===== src/rtl/frequency_sweep.sv =====
// Stepped frequency sweep controller feeding an NCO phase-increment word.
// Define FREQUENCY_SWEEP_CONTINUOUS_EN to repeat the sweep until aborted.
module frequency_sweep #(
    parameter int WIDTH       = 32,
    parameter int DWELL_WIDTH = 16
) (
    input  logic                   ipClk,
    input  logic                   ipReset_n,
    input  logic                   ipStart,
    input  logic                   ipAbort,
    input  logic [WIDTH-1:0]       ipStartFreq,
    input  logic [WIDTH-1:0]       ipStopFreq,
    input  logic [WIDTH-1:0]       ipStep,
    input  logic [DWELL_WIDTH-1:0] ipDwell,
    output logic [WIDTH-1:0]       opFrequency,
    output logic                   opBusy,
    output logic                   opDone
);

    // state | meaning
    // IDLE  | waiting for ipStart, opFrequency held
    // SWEEP | stepping toward stop, one dwell per value
    // LAST  | holding stop for the final dwell
    typedef enum logic [1:0] {
        IDLE  = 2'd0,
        SWEEP = 2'd1,
        LAST  = 2'd2
    } state_t;

    state_t                 state;
    logic [WIDTH-1:0]       startQ;
    logic [WIDTH-1:0]       stopQ;
    logic [WIDTH-1:0]       stepQ;
    logic [DWELL_WIDTH-1:0] dwellReload;
    logic                   dirUp;
    logic [DWELL_WIDTH-1:0] dwellCnt;

    logic [DWELL_WIDTH-1:0] dwellLoad;
    logic [WIDTH:0]         sumUp;
    logic [WIDTH:0]         sumDown;
    logic                   reachStop;
    logic [WIDTH-1:0]       nextFreq;
    logic                   dwellExpired;

    // Dwell of 0 behaves as 1; the counter runs from dwell-1 down to 0.
    always_comb begin
        dwellLoad = '0;
        if (ipDwell != '0) begin
            dwellLoad = ipDwell - DWELL_WIDTH'(1);
        end
    end

    assign dwellExpired = (dwellCnt == '0);

    // One extra bit so a step past either end of the range is seen, never wrapped.
    always_comb begin
        sumUp     = {1'b0, opFrequency} + {1'b0, stepQ};
        sumDown   = {1'b0, opFrequency} - {1'b0, stepQ};
        reachStop = 1'b0;
        nextFreq  = stopQ;
        if (stepQ == '0) begin
            reachStop = 1'b1;
        end else if (dirUp) begin
            reachStop = (sumUp >= {1'b0, stopQ});
        end else begin
            reachStop = sumDown[WIDTH] || (sumDown[WIDTH-1:0] <= stopQ);
        end
        if (!reachStop) begin
            nextFreq = dirUp ? sumUp[WIDTH-1:0] : sumDown[WIDTH-1:0];
        end
    end

    always_ff @(posedge ipClk) begin
        if (!ipReset_n) begin
            state       <= IDLE;
            startQ      <= '0;
            stopQ       <= '0;
            stepQ       <= '0;
            dwellReload <= '0;
            dirUp       <= 1'b0;
            dwellCnt    <= '0;
            opFrequency <= '0;
            opBusy      <= 1'b0;
            opDone      <= 1'b0;
        end else begin
            opDone <= 1'b0;
            if (ipAbort) begin
                state  <= IDLE;
                opBusy <= 1'b0;
            end else begin
                case (state)
                    IDLE: begin
                        if (ipStart) begin
                            startQ      <= ipStartFreq;
                            stopQ       <= ipStopFreq;
                            stepQ       <= ipStep;
                            dwellReload <= dwellLoad;
                            dirUp       <= (ipStopFreq >= ipStartFreq);
                            dwellCnt    <= dwellLoad;
                            opFrequency <= ipStartFreq;
                            opBusy      <= 1'b1;
                            state       <= (ipStartFreq == ipStopFreq) ? LAST : SWEEP;
                        end
                    end
                    SWEEP: begin
                        if (dwellExpired) begin
                            opFrequency <= nextFreq;
                            dwellCnt    <= dwellReload;
                            if (reachStop) begin
                                state <= LAST;
                            end
                        end else begin
                            dwellCnt <= dwellCnt - DWELL_WIDTH'(1);
                        end
                    end
                    LAST: begin
                        if (dwellExpired) begin
                            opDone <= 1'b1;
`ifdef FREQUENCY_SWEEP_CONTINUOUS_EN
                            opFrequency <= startQ;
                            dwellCnt    <= dwellReload;
                            state       <= (startQ == stopQ) ? LAST : SWEEP;
`else
                            opBusy <= 1'b0;
                            state  <= IDLE;
`endif
                        end else begin
                            dwellCnt <= dwellCnt - DWELL_WIDTH'(1);
                        end
                    end
                    default: begin
                        state  <= IDLE;
                        opBusy <= 1'b0;
                    end
                endcase
            end
        end
    end

endmodule


===== config.mk =====
export PLATFORM = sky130hd
export DESIGN_NAME = frequency_sweep
export DESIGN_NICKNAME = d
export VERILOG_FILES = /design/src/rtl/frequency_sweep.sv
export SDC_FILE = /design/constraint.sdc
export NUM_CORES = 1
export LEC_CHECK = 0
export CORE_ASPECT_RATIO = 1.75
export CORE_UTILIZATION = 35
export DETAILED_ROUTE_END_ITERATION = 8
export GPL_ROUTABILITY_DRIVEN = 0
export PLACE_DENSITY = 0.62
export SKIP_LAST_GASP = 1
export SLEW_MARGIN = 15
export SYNTH_ARGS = -nofsm -noshare
export SYNTH_HDL_FRONTEND = slang
export SYNTH_SLANG_ARGS = --single-unit

===== constraint.sdc =====
create_clock -name ipClk -period 4.61 [get_ports ipClk]
set_clock_uncertainty 0.05 [all_clocks]
set_input_delay 0.6915 -clock ipClk [delete_from_list [all_inputs] [get_ports ipClk]]
set_output_delay 0.6915 -clock ipClk [all_outputs]
set_load 0.02 [all_outputs]

==> Yosys cells after proc, flatten, opt, wreduce, memory -nomap -nowiden <==
Cells that the tools add are included.
{ "totals": {"regBits": 133, "output_inout_bits": 34, "elab_cells": 64} }
{ "op_classes": {"n_mux": 22, "bitwise_logic": 4, "magnitude_cmp": 3, "reduce_logical": 14, "eq_ne": 8, "addsub": 4} }
{ "op_table": {"columns": ["cell", "count"], "rows": [
  ["32-bit two-way mux", 4],
  ["16-bit two-way mux", 4],
  ["32-bit case mux with 2 select lines", 1],
  ["16-bit case mux with 3 select lines", 1],
  ["32-bit by 32-bit adder with 33-bit output", 1],
  ["33-bit by 32-bit greater-or-equal comparator with 1-bit output", 1],
  ["32-bit by 32-bit subtractor with 33-bit output", 1],
  ["32-bit == test", 1],
  ["32-bit greater-or-equal comparator", 1],
  ["32-bit less-or-equal comparator", 1],
  ["32-bit zero test", 1],
  ["16-bit by 1-bit subtractor with 16-bit output, second input constant", 2],
  ["16-bit zero test", 1],
  ["16-bit nonzero test", 1],
  ["4-bit AND reduction", 3],
  ["2-bit two-way mux", 5],
  ["2-bit != test, second input constant", 5],
  ["2-bit case mux with 3 select lines", 1],
  ["3-bit AND reduction", 2],
  ["1-bit two-way mux", 5],
  ["1-bit NOT", 4],
  ["1-bit case mux with 3 select lines", 1],
  ["3-bit nonzero test", 1],
  ["3-bit OR reduction", 1],
  ["other kinds (6)", 6]
]} }

==> Depth between registers and ports, before layout <==
{ "depth": {"depth_word": 8, "ltp_mapped": 26, "ltp_nobuf": 24} }

==> Least setup slack after synthesis <==
No wires, ideal clock.
{ "synth_timing": {"path_type": "reg2reg", "start": "reg opFrequency[12]", "end": "reg opFrequency[4]", "required_time_ps": 4444, "slack_ps": -278, "path_stages_with_launch": 22, "path_buffers": 2, "arrival_time_ps": 4722, "period_less_slack_ps": 4888, "setup_time_ps": 116, "cell_sequence": "dfxtp_1 -> ha_1 -> clkbuf_1 -> nor4_1 -> and2_1 -> a221oi_2 -> o311a_1 -> nor2_1 -> nor2_1 -> o21ai_0 -> a21oi_1 -> xor2_1 -> ha_1 -> or4_1 -> a211oi_1 -> o221ai_1 -> a221oi_1 -> a32o_4 -> buf_8 -> mux2i_1 -> a21oi_1 -> a31o_2"} }
{ "synth_between": {"elab_chain_cells": 8, "word_cells_on_any_way": 10, "cone_classes": "add/sub: 2; order compare: 2; mux: 5; reduce/logical: 1"} }
{ "synth_rtl": {"columns": ["item", "line_no", "text"], "rows": [
  ["start, declared", "15", "output logic [WIDTH-1:0] opFrequency,"],
  ["start signal, assigned", "100", "opFrequency <= ipStartFreq;"],
  ["start signal, assigned", "107", "opFrequency <= nextFreq;"],
  ["32-bit by 32-bit subtractor with 33-bit output", "58", "sumDown = {1'b0, opFrequency} - {1'b0, stepQ};"],
  ["32-bit less-or-equal comparator", "66", "reachStop = sumDown[WIDTH] || (sumDown[WIDTH-1:0] <= stopQ);"],
  ["1-bit logical OR", "66", null],
  ["1-bit two-way mux (*)", "63", "end else if (dirUp) begin"],
  ["1-bit two-way mux (*)", "61", "if (stepQ == '0) begin"],
  ["32-bit two-way mux (*)", "68", "if (!reachStop) begin"],
  ["32-bit two-way mux (*)", "106", "if (dwellExpired) begin"],
  ["32-bit case mux with 2 select lines (*)", "91", "case (state)"]
]} }
Every way passes the cells marked *; elsewhere a longest branch is shown, timed or not. The select of a mux whose other input is x is not followed.
A chain may end at the register's enable or synchronous reset.

==> Worst setup path in the final report <==
{ "layout_timing": {"start": "reg opFrequency[4]", "end": "reg opFrequency[28]"} }
{ "layout_between": {"elab_chain_cells": 8, "word_cells_on_any_way": 11, "cone_classes": "add/sub: 2; order compare: 2; mux: 6; reduce/logical: 1"} }
{ "layout_rtl": {"columns": ["item", "line_no"], "rows": [
  ["32-bit by 32-bit subtractor with 33-bit output", "58"],
  ["32-bit less-or-equal comparator", "66"],
  ["1-bit logical OR", "66"],
  ["1-bit two-way mux", "63"],
  ["1-bit two-way mux", "61"],
  ["32-bit two-way mux (*)", "68"],
  ["32-bit two-way mux (*)", "106"],
  ["32-bit case mux with 2 select lines (*)", "91"]
]} }
Marks and branches as above.

==> reports/qor.yml <==
use_met3_pct: 5.03
grt_max_degree: 99
period_minus_slack_ns: 5.12
synth.distinct_cells: 87
hold_buffers: 0
cts_buffers: 17
status: "finished, violations left"
ff2ff_setup_slack_ns: -0.51
routedWlPerCell_um: 20.3
critPathKind: "flip-flop to flip-flop"
antenna_found_initial: 0
power_leakage_nw: 7.70
grt_pass1_wl_um: 79800
cp-start-kind: "flip-flop"
timing.rr.start: "opFrequency[4]"
clock_latency_ns: 0.46
start_util_pct: 35.4
grt_use_met1_pct: 29.3
intPower_mw: 3.75
io_buffers: 149
grt_pass1_vias: 14509
track_usage_pct: 28.0
hold_start: "dwellReload[7]"
synth_nets: 1982
cts_htree_levels: 4
max_cap_viol_count: 0
ant_nets: 0
fin_ws_ns: -0.510
final.period_utilization_pct: 111
root_buffer: "clkbuf_16"
rows: 92
final_common_cell: "buf_4"
initialDrtViolationCount: 969
rsz0062_at_grt: "true"
grt-ovfl-total: 0
crit_fanout: 7
async_reset_ff_share_pct: 0
drc_errors: 0
dp_hpwl_um: 38700
io_pins: 150
failed_checks: "setup timing"
required_ns: 4.90
critPathMaxStageDelay_ns: 0.40
final_core_util_pct: 50.6
cp_slowest_cell: "a221oi_4"
setup_viol: 34
synth_area_per_cell_um2: 7.50
p_per_area_nw_per_um2: 353
viasPerCell: 5.59
busiest_layer: "met2"
ys_seq_area_share_pct: 20.9
ir_drop_mv: 0.278
r2r_end: "opFrequency[28]"
drive_gt1_share_pct: 23.8
cts_tree: "built"
whs_path_depth: 2
worst_slew_pin_slew_ns: 1.02
synth_edf_count: 0
pwr-share-seq_pct: 20.4
num_vias: 14368
synth_ff_type: "dfxtp_1"
crit_chain: "buf_4 > ha_1 > buf_4 > o21ai_0 > o211ai_1 > a221oi_4 > o31ai_1 > buf_4 > a21boi_4 > xnor2_1 > ha_1 > nand4_1 > nor2_2 > nor4bb_4 > a211oi_2 > o221ai_2 > a221oi_2 > buf_4 > a32o_4 > or2_4 > o211ai_1 > a21oi_1"
fmax_mhz: 195
min_delay_worst_endpoint: "dwellReload[7]"
syn-cell-area_um2: 12700
final_cell_mix: "297 x buf_4, 216 x nand2_1, 152 x ha_1"
die_h_um: 254
slew_headroom_pct: 32.1
path_clk_slew_ns: 0.07
critPathCaptureType: "flip-flop"
fin_nets: 2375
fp.dieArea_um2: 37200
clock_path_buffers: 2
hold_viol: 0
postSynthCellCount: 1697
clkPwrFrac_pct: 20.6
cts.sinks: 133
antennaDiodeCount: 0
routed_wl_um: 52300
min_path_type: "flip-flop to flip-flop"
p_sw_mw: 2.66
ff2ff_path_depth: 22
drv_slew: 0
post-place-ws_ns: -0.730
drtPass1Iterations: 5
cp_common_cell: "buf_4"
crit_arrival_ns: 5.41
combPwrFrac_pct: 59.0
synth_seq_cells: 133
area_growth_pct: 42.6
grtUsageMet2_pct: 50.1
die_w_um: 146
core-area_um2: 35900
switching_share_pct: 41.5
yosys_warnings: 0
## final cells by class
cell class                      instances  area [um^2]
Fill cell                            3456        17800
Multi-Input combinational cell       1338         9870
Timing Repair Buffer                  464         3960
Sequential cell                       133         2690
Tap cell                              470          588
Inverter                              136          510
Clock buffer                           17          425
Clock inverter                         14          119
## metrics by stage
| stage | instances | hold WS (ns) | instance area, um^2 | setup TNS, ns | total power [mW] |
|---|---|---|---|---|---|
| after detailed placement | 2473 | 0.410 | 16400 | -20.92 | 4.36 |
| after global placement | 2473 | 0.402 | 16400 | -17.33 | 4.32 |
| after global routing | 2572 | 0.443 | 18200 | -19.80 | 6.75 |
| after CTS | 2557 | 0.420 | 17700 | -10.18 | 6.08 |
| after floorplan | 1697 | 0.393 | 12800 | -0.478 | 3.16 |
| final | 2572 | 0.416 | 18200 | -13.64 | 6.41 |
## registers in the layout, summed over array words and instances, names as in the netlist
signal and flops:
dirUp 1, dwellCnt 16, dwellReload 16, opBusy 1, opDone 1, opFrequency 32
state 2, stepQ 32, stopQ 32
## layer usage
layer  up-vias  routed length, um
met1      6643              18800
met5         -                  0
met2       683              26000
met4         0               4250
met3       256               3290
li1       6786                  -
## synthesized netlist by cell type, drive strengths merged, types with 34 or more instances
| cell type | count | share of area [%] |
|---|---|---|
| a21boi | 78 | 4.6 |
| dfxtp | 133 | 21 |
| xnor2 | 59 | 4.1 |
| nand2 | 220 | 6.5 |
| nor2b | 39 | 1.9 |
| nor2 | 126 | 3.7 |
| ha | 167 | 16 |
| inv | 135 | 4.0 |
| o211ai | 34 | 2.0 |
| o21ai | 70 | 2.8 |
| nor3 | 42 | 1.7 |
| a21oi | 140 | 5.6 |
| clkbuf | 67 | 2.0 |
## power by group through the flow
stage               registers (mW)  clock network, mW  logic, mW
floorplan                     1.35                  0       1.80
CTS                           1.30               1.34       3.43
finish                        1.31               1.32       3.78
detailed placement            1.32                  0       3.04
global route                  1.31               1.39       4.05
global placement              1.32                  0       3.00
## repair_timing
action / in CTS / in global routing
pin swaps: 51 / 55
cloned: 3 / 0
buffers inserted: 50 / 17
resized for setup: 96 / 70
endpoints found under the setup margin: 34 / 34
## cell families (layout without fill, tap and decap cells)
kind of cell,after synthesis,in the layout,share of synthesized area [%]
compound gates,492,493,26.5
xor+xnor,83,83,5.71
fa+ha+maj,169,169,16.7
buf+inv,228,631,7.09
flops,133,133,20.9
mux,28,28,2.26
simple gates,564,565,20.8
## worst max-delay path by stage
stage | to | from | depth (start not counted) | slack (ns)
5_1_grt | opFrequency[28] | opFrequency[4] | 25 | -0.68
3_5_place_dp | opFrequency[18] | opFrequency[0] | 23 | -0.73
2_1_floorplan | opFrequency[18] | stepQ[2] | 25 | -0.04
6_report | opFrequency[28] | opFrequency[4] | 22 | -0.51
4_1_cts | opFrequency[28] | stepQ[2] | 24 | -0.36
3_3_place_gp | opFrequency[30] | opFrequency[0] | 21 | -0.60
## critical path: cells and delay by family (launching register included)
family | cells | cell delay [ns]
flip-flops | 1 | 0.37
AND/OR/NAND/NOR | 4 | 1.18
XOR/XNOR | 1 | 0.11
buffers and inverters | 4 | 0.62
AO/OA/AOI/OAI | 11 | 2.16
adder cells (fa/ha/maj) | 2 | 0.51
Note: power is estimated with default switching activity, not from simulation.
